--- src/rtl/booth_divider.sv ---
// Sequential signed divider: restoring shift/subtract on operand magnitudes, one quotient
// bit per clock, then a single sign-fixup cycle. Start/ready handshake as the Booth multiplier.
module booth_divider #(
  parameter int unsigned WIDTH = 4
) (
  input  logic             clock,
  input  logic             reset,
  input  logic             start,
  input  logic [WIDTH-1:0] N,
  input  logic [WIDTH-1:0] D,
  output logic [WIDTH-1:0] Q,
  output logic [WIDTH-1:0] R,
  output logic             ready,
  output logic             busy,
  output logic             div_by_zero,
  output logic             overflow
);

  localparam int unsigned CntW = (WIDTH > 2) ? $clog2(WIDTH) : 1;

  typedef enum logic [1:0] {StIdle, StDivide, StFix, StDone} state_e;

  state_e           state_q;
  // Partial remainder never reaches dmag, so its extra sign bit lives only in the trial.
  logic [WIDTH-1:0] rem_q;
  logic [WIDTH-1:0] quo_q;
  logic [WIDTH-1:0] dmag_q;
  logic [CntW-1:0]  count_q;
  logic             sign_n_q;
  logic             sign_d_q;
  logic             ovf_pend_q;
  logic [WIDTH-1:0] q_q;
  logic [WIDTH-1:0] r_q;
  logic             ready_q;
  logic             busy_q;
  logic             dbz_q;
  logic             ovf_q;

  logic [WIDTH:0]   shifted;
  logic [WIDTH:0]   trial;
  logic [WIDTH-1:0] rem_step;
  logic [WIDTH-1:0] quo_step;
  logic [WIDTH-1:0] n_mag;
  logic [WIDTH-1:0] d_mag;
  logic [WIDTH-1:0] q_fix;
  logic [WIDTH-1:0] r_fix;
  logic             min_neg_n;
  logic             last_step;

  always_comb begin
    shifted   = {rem_q, quo_q[WIDTH-1]};
    trial     = shifted - {1'b0, dmag_q};
    rem_step  = shifted[WIDTH-1:0];
    quo_step  = {quo_q[WIDTH-2:0], 1'b0};
    if (!trial[WIDTH]) begin
      rem_step = trial[WIDTH-1:0];
      quo_step = {quo_q[WIDTH-2:0], 1'b1};
    end
    n_mag     = N[WIDTH-1] ? (~N + WIDTH'(1)) : N;
    d_mag     = D[WIDTH-1] ? (~D + WIDTH'(1)) : D;
    q_fix     = (sign_n_q ^ sign_d_q) ? (~quo_q + WIDTH'(1)) : quo_q;
    r_fix     = sign_n_q ? (~rem_q + WIDTH'(1)) : rem_q;
    min_neg_n = (N == {1'b1, {(WIDTH-1){1'b0}}});
    last_step = (count_q == CntW'(WIDTH - 1));
  end

  always_ff @(posedge clock) begin
    if (reset) begin
      state_q    <= StIdle;
      rem_q      <= '0;
      quo_q      <= '0;
      dmag_q     <= '0;
      count_q    <= '0;
      sign_n_q   <= 1'b0;
      sign_d_q   <= 1'b0;
      ovf_pend_q <= 1'b0;
      q_q        <= '0;
      r_q        <= '0;
      ready_q    <= 1'b0;
      busy_q     <= 1'b0;
      dbz_q      <= 1'b0;
      ovf_q      <= 1'b0;
    end else begin
      unique case (state_q)
        StIdle, StDone: begin
          if (start) begin
            sign_n_q   <= N[WIDTH-1];
            sign_d_q   <= D[WIDTH-1];
            dmag_q     <= d_mag;
            quo_q      <= n_mag;
            rem_q      <= '0;
            count_q    <= '0;
            ovf_pend_q <= min_neg_n && (D == '1);
            ready_q    <= 1'b0;
            dbz_q      <= 1'b0;
            ovf_q      <= 1'b0;
            if (D == '0) begin
              q_q     <= '1;
              r_q     <= N;
              dbz_q   <= 1'b1;
              ready_q <= 1'b1;
              state_q <= StDone;
            end else begin
              busy_q  <= 1'b1;
              state_q <= StDivide;
            end
          end
        end
        StDivide: begin
          rem_q   <= rem_step;
          quo_q   <= quo_step;
          count_q <= count_q + 1'b1;
          if (last_step) begin
            state_q <= StFix;
          end
        end
        StFix: begin
          // -2^(W-1) / -1 cannot be represented: the quotient wraps to itself.
          if (ovf_pend_q) begin
            q_q <= {1'b1, {(WIDTH-1){1'b0}}};
            r_q <= '0;
          end else begin
            q_q <= q_fix;
            r_q <= r_fix;
          end
          ovf_q   <= ovf_pend_q;
          ready_q <= 1'b1;
          busy_q  <= 1'b0;
          state_q <= StDone;
        end
        default: state_q <= StIdle;
      endcase
    end
  end

  assign Q           = q_q;
  assign R           = r_q;
  assign ready       = ready_q;
  assign busy        = busy_q;
  assign div_by_zero = dbz_q;
  assign overflow    = ovf_q;

endmodule

--- config.mk ---
export PLATFORM = sky130hd
export DESIGN_NAME = booth_divider
export DESIGN_NICKNAME = d
export VERILOG_FILES = /design/src/rtl/booth_divider.sv
export SDC_FILE = /design/constraint.sdc
export NUM_CORES = 1
export LEC_CHECK = 0
export ABC_AREA = 1
export BUFFER_PORTS_ARGS = -buffer_cell sky130_fd_sc_hd__buf_2
export CAP_MARGIN = 15
export CORE_AREA = 2 2 74 62
export DETAILED_ROUTE_END_ITERATION = 7
export DIE_AREA = 0 0 76 64
export SLEW_MARGIN = 20
export SYNTH_ARGS = -nofsm -noshare
export SYNTH_HDL_FRONTEND = slang
export SYNTH_SLANG_ARGS = --single-unit
--- constraint.sdc ---
create_clock -name clock -period 1.65 [get_ports clock]
set_input_delay 0.165 -clock clock [delete_from_list [all_inputs] [get_ports clock]]
set_output_delay 0.165 -clock clock [all_outputs]
set_load 0.01 [all_outputs]
==> results_dict.tcl <==
set metrics [dict create \
    mean_cell_area_of_the_mapped_netlist_um2 7.17 \
    grt_start_max_net_pins 17 \
    cp.required_ns 1.80 \
    hold_violations 0 \
    muxShareOfSynthArea_pct 0 \
    tritoncts "done" \
    synthXorXnorAreaFrac_pct 2.48 \
    design_power_total_mw 4.34 \
    num_antenna_cells 0 \
    worstPathMaxFanout 5 \
    hp-class "input port to flip-flop" \
    first_pass_iters 4 \
    first_global_vias 1485 \
    maxCapViolations 0 \
    period_utilisation_layout_pct 99.2 \
    fp.dieW_um 76 \
    slew_violations 0 \
    worst_path_clk_slew_ns 0.06 \
    setup_slack_ns 0.0130 \
    layout.cells.most_common_list "sky130_fd_sc_hd__nand2_1 (38), sky130_fd_sc_hd__inv_1 (32), sky130_fd_sc_hd__dfxtp_1 (29), sky130_fd_sc_hd__a21oi_1 (29), sky130_fd_sc_hd__buf_2 (22)" \
    detailedRoute.firstIterationViolations 93 \
    synth.top_cell.area_share_pct 35.2 \
    synth-simple-area-share_pct 20.9 \
    vias_per_cell 4.89 \
    setup_viol 0 \
    syn_inst 246 \
    synthesis.area_um2 1760 \
    num_vias 1663 \
    grt_antenna_before_repair 0 \
    clock_tree.buffer_depth 2 \
    grt_overflow_total 0 \
    final_cell_area_um2 2210 \
    ports 23 \
    tightest_slew_ns 0.532 \
    remaining_drc_errors 0 \
    fmaxAchievable_ghz 0.611 \
    area_growth_syn_to_layout_pct 25.2 \
    total_number_of_h_tree_levels 2 \
    initial_utilization_pct 43.3 \
    p_leak_nw 0.987 \
    tns_ns 0 \
    synth_compound_gate_area_share_pct 21.6 \
    vdd.ir_drop.worst_mv 0.886 \
    timing.critical_path.from_type "flip-flop" \
    setup_repair_after_global_routing_missed_its_margin "true" \
    dpl.hpwl_um 3250 \
    grt_pass1_wl_um 7000 \
    combinational_family_with_the_most_area_after_synthesis "compound AO/OA/AOI/OAI gates" \
    fillers 413 \
    ys_top_cells_by_area "sky130_fd_sc_hd__dfxtp_1 (35%), sky130_fd_sc_hd__ha_1 (9.2%), sky130_fd_sc_hd__a21oi_1 (8.8%)" \
    outcome "complete, no violations" \
    cts_root_buf "sky130_fd_sc_hd__clkbuf_8" \
    cts_made_buffers 5 \
    placed_cells_incl_taps 332 \
    placed_cell_areas_um2 2020 \
    wl_per_cell_um 12.3 \
    core_area_um2 4070 \
    synth_largest_area_cell "sky130_fd_sc_hd__dfxtp_1" \
    yosys_cell_types 25 \
    std_cell_rows 21 \
    data_arrival_time_of_the_critical_path_ns 1.79 \
    clock_skew_ns 0.00268 \
    timing.slew.headroom_pct 64.5 \
    fin_worst_hold_slack_ns 0.182 \
    buffer_ports.inserted 22 \
    die_y_um 64 \
    grt.met2_usage_pct 27.8 \
    fin_crit_ns 1.64 \
    seq_area_frac_synth_pct 35.2 \
    global_route.usage.total_pct 18.2 \
    net_count_of_the_mapped_netlist 271 \
    postRouteWirelength_um 4190 \
    critical_path.endpoint_type "flip-flop" \
    synth_adder_area_share_pct 10.4 \
    groute.layer.met3.usage_pct 3.95 \
    count_of_hold_fix_buffers_inserted_at_cts 0 \
    global_route.peak_usage_layer "met2" \
    placement.setup.worst_slack_ns -0.0208 \
    sinks_on_the_clock_net 31 \
    fin_util_pct 54.2 \
    gp_routability_congestion 0.805 \
    die_area_um2 4860 \
    final_layout_size_suffix_gt1_share_pct 24.7 \
    seq_cells_post_synth 31 \
    grtUsageMet1_pct 26.4 \
    synth.yosys.warnings 0 \
    cts_post_setup_buffers_inserted 0 \
    net_total_in_the_final_layout 307 \
    timing_worst_setup_path_type "flip-flop to flip-flop" \
    mostFrequentLayoutCell "sky130_fd_sc_hd__nand2_1" \
    clk-insertion-delay-late_ns 0.27 \
    powerDensity_nw_per_um2 1970 \
    final_cells 340 \
    ant_nets 0 \
]
power breakdown:
part           switching (mW)  leakage (nW)  total (mW)  internal [mW]
sequential              0.194         0.255        1.19          0.998
clock                   0.259        0.0515       0.639          0.380
combinational            1.47         0.681        2.51           1.04
total                    1.92         0.987        4.34           2.41
metal layers:
layer | wire length [µm] | part of all wire (%)
met3 | 141 | 3.4
met1 | 2290 | 55
met5 | 0 | 0
met4 | 14 | 0.33
met2 | 1750 | 42
repair_timing:
action	in CTS	in global routing
endpoints found under the hold margin	0	0
endpoints found under the setup margin	4	17
gates resized for setup	1	19
pin swaps	0	7
sequential cells by signal (all words and copies together) (netlist names):
register / count
count_q: 2
Q: 4
sign_d_q: 1
quo_q: 4
sign_n_q: 1
dmag_q: 4
rem_q: 4
overflow: 1
state_q: 2
ovf_pend_q: 1
busy: 1
R: 4
ready: 1
div_by_zero: 1
worst max-delay path, stage by stage (launching register included):
cell	delay (ns)
sky130_fd_sc_hd__dfxtp_2	0.32
sky130_fd_sc_hd__inv_2	0.06
sky130_fd_sc_hd__ha_4	0.12
sky130_fd_sc_hd__inv_2	0.04
sky130_fd_sc_hd__fa_2	0.41
sky130_fd_sc_hd__nand3_4	0.11
sky130_fd_sc_hd__nand3_4	0.09
sky130_fd_sc_hd__nand2_4	0.10
sky130_fd_sc_hd__nand2_4	0.07
sky130_fd_sc_hd__o21ai_1	0.14
sky130_fd_sc_hd__a21oi_2	0.06
cell type report:
class                      count  area, µm²  area share, %
multi-input combinational    171       1070           48.5
sequential                    31        623           28.2
timing repair buffer          33        193           8.73
inverter                      40        150           6.80
clock buffer                   8        100           4.53
tap                           57       71.3           3.23
cells by family (layout without fill, tap and decap cells):
logic type | count (synthesis) | after routing
simple gates | 84 | 84
buf+inv | 44 | 81
fa+ha+maj | 14 | 14
compound gates | 68 | 68
flops | 31 | 31
xor+xnor | 5 | 5
Yosys cell counts (all sizes together):
library cell / number
inv: 40
ha: 13
xor2: 1
xnor2: 4
buf: 2
a31oi: 5
nand3: 21
nand2: 42
fa: 1
nor3: 5
a21oi: 33
nor4: 1
dfxtp: 31
nand4: 1
clkbuf: 2
o211ai: 5
nor2: 14
o21ai: 25
worst paths after layout:
kind | start | end | slack [ns] | depth (start not counted)
max | quo_q[3] | quo_q[0] | 0.01 | 10
min | D[0] | dmag_q[0] | 0.18 | 3
max reg2reg | quo_q[3] | quo_q[0] | 0.01 | 10
min reg2reg | count_q[0] | count_q[0] | 0.46 | 1
Note: power is estimated with default switching activity, not from simulation.
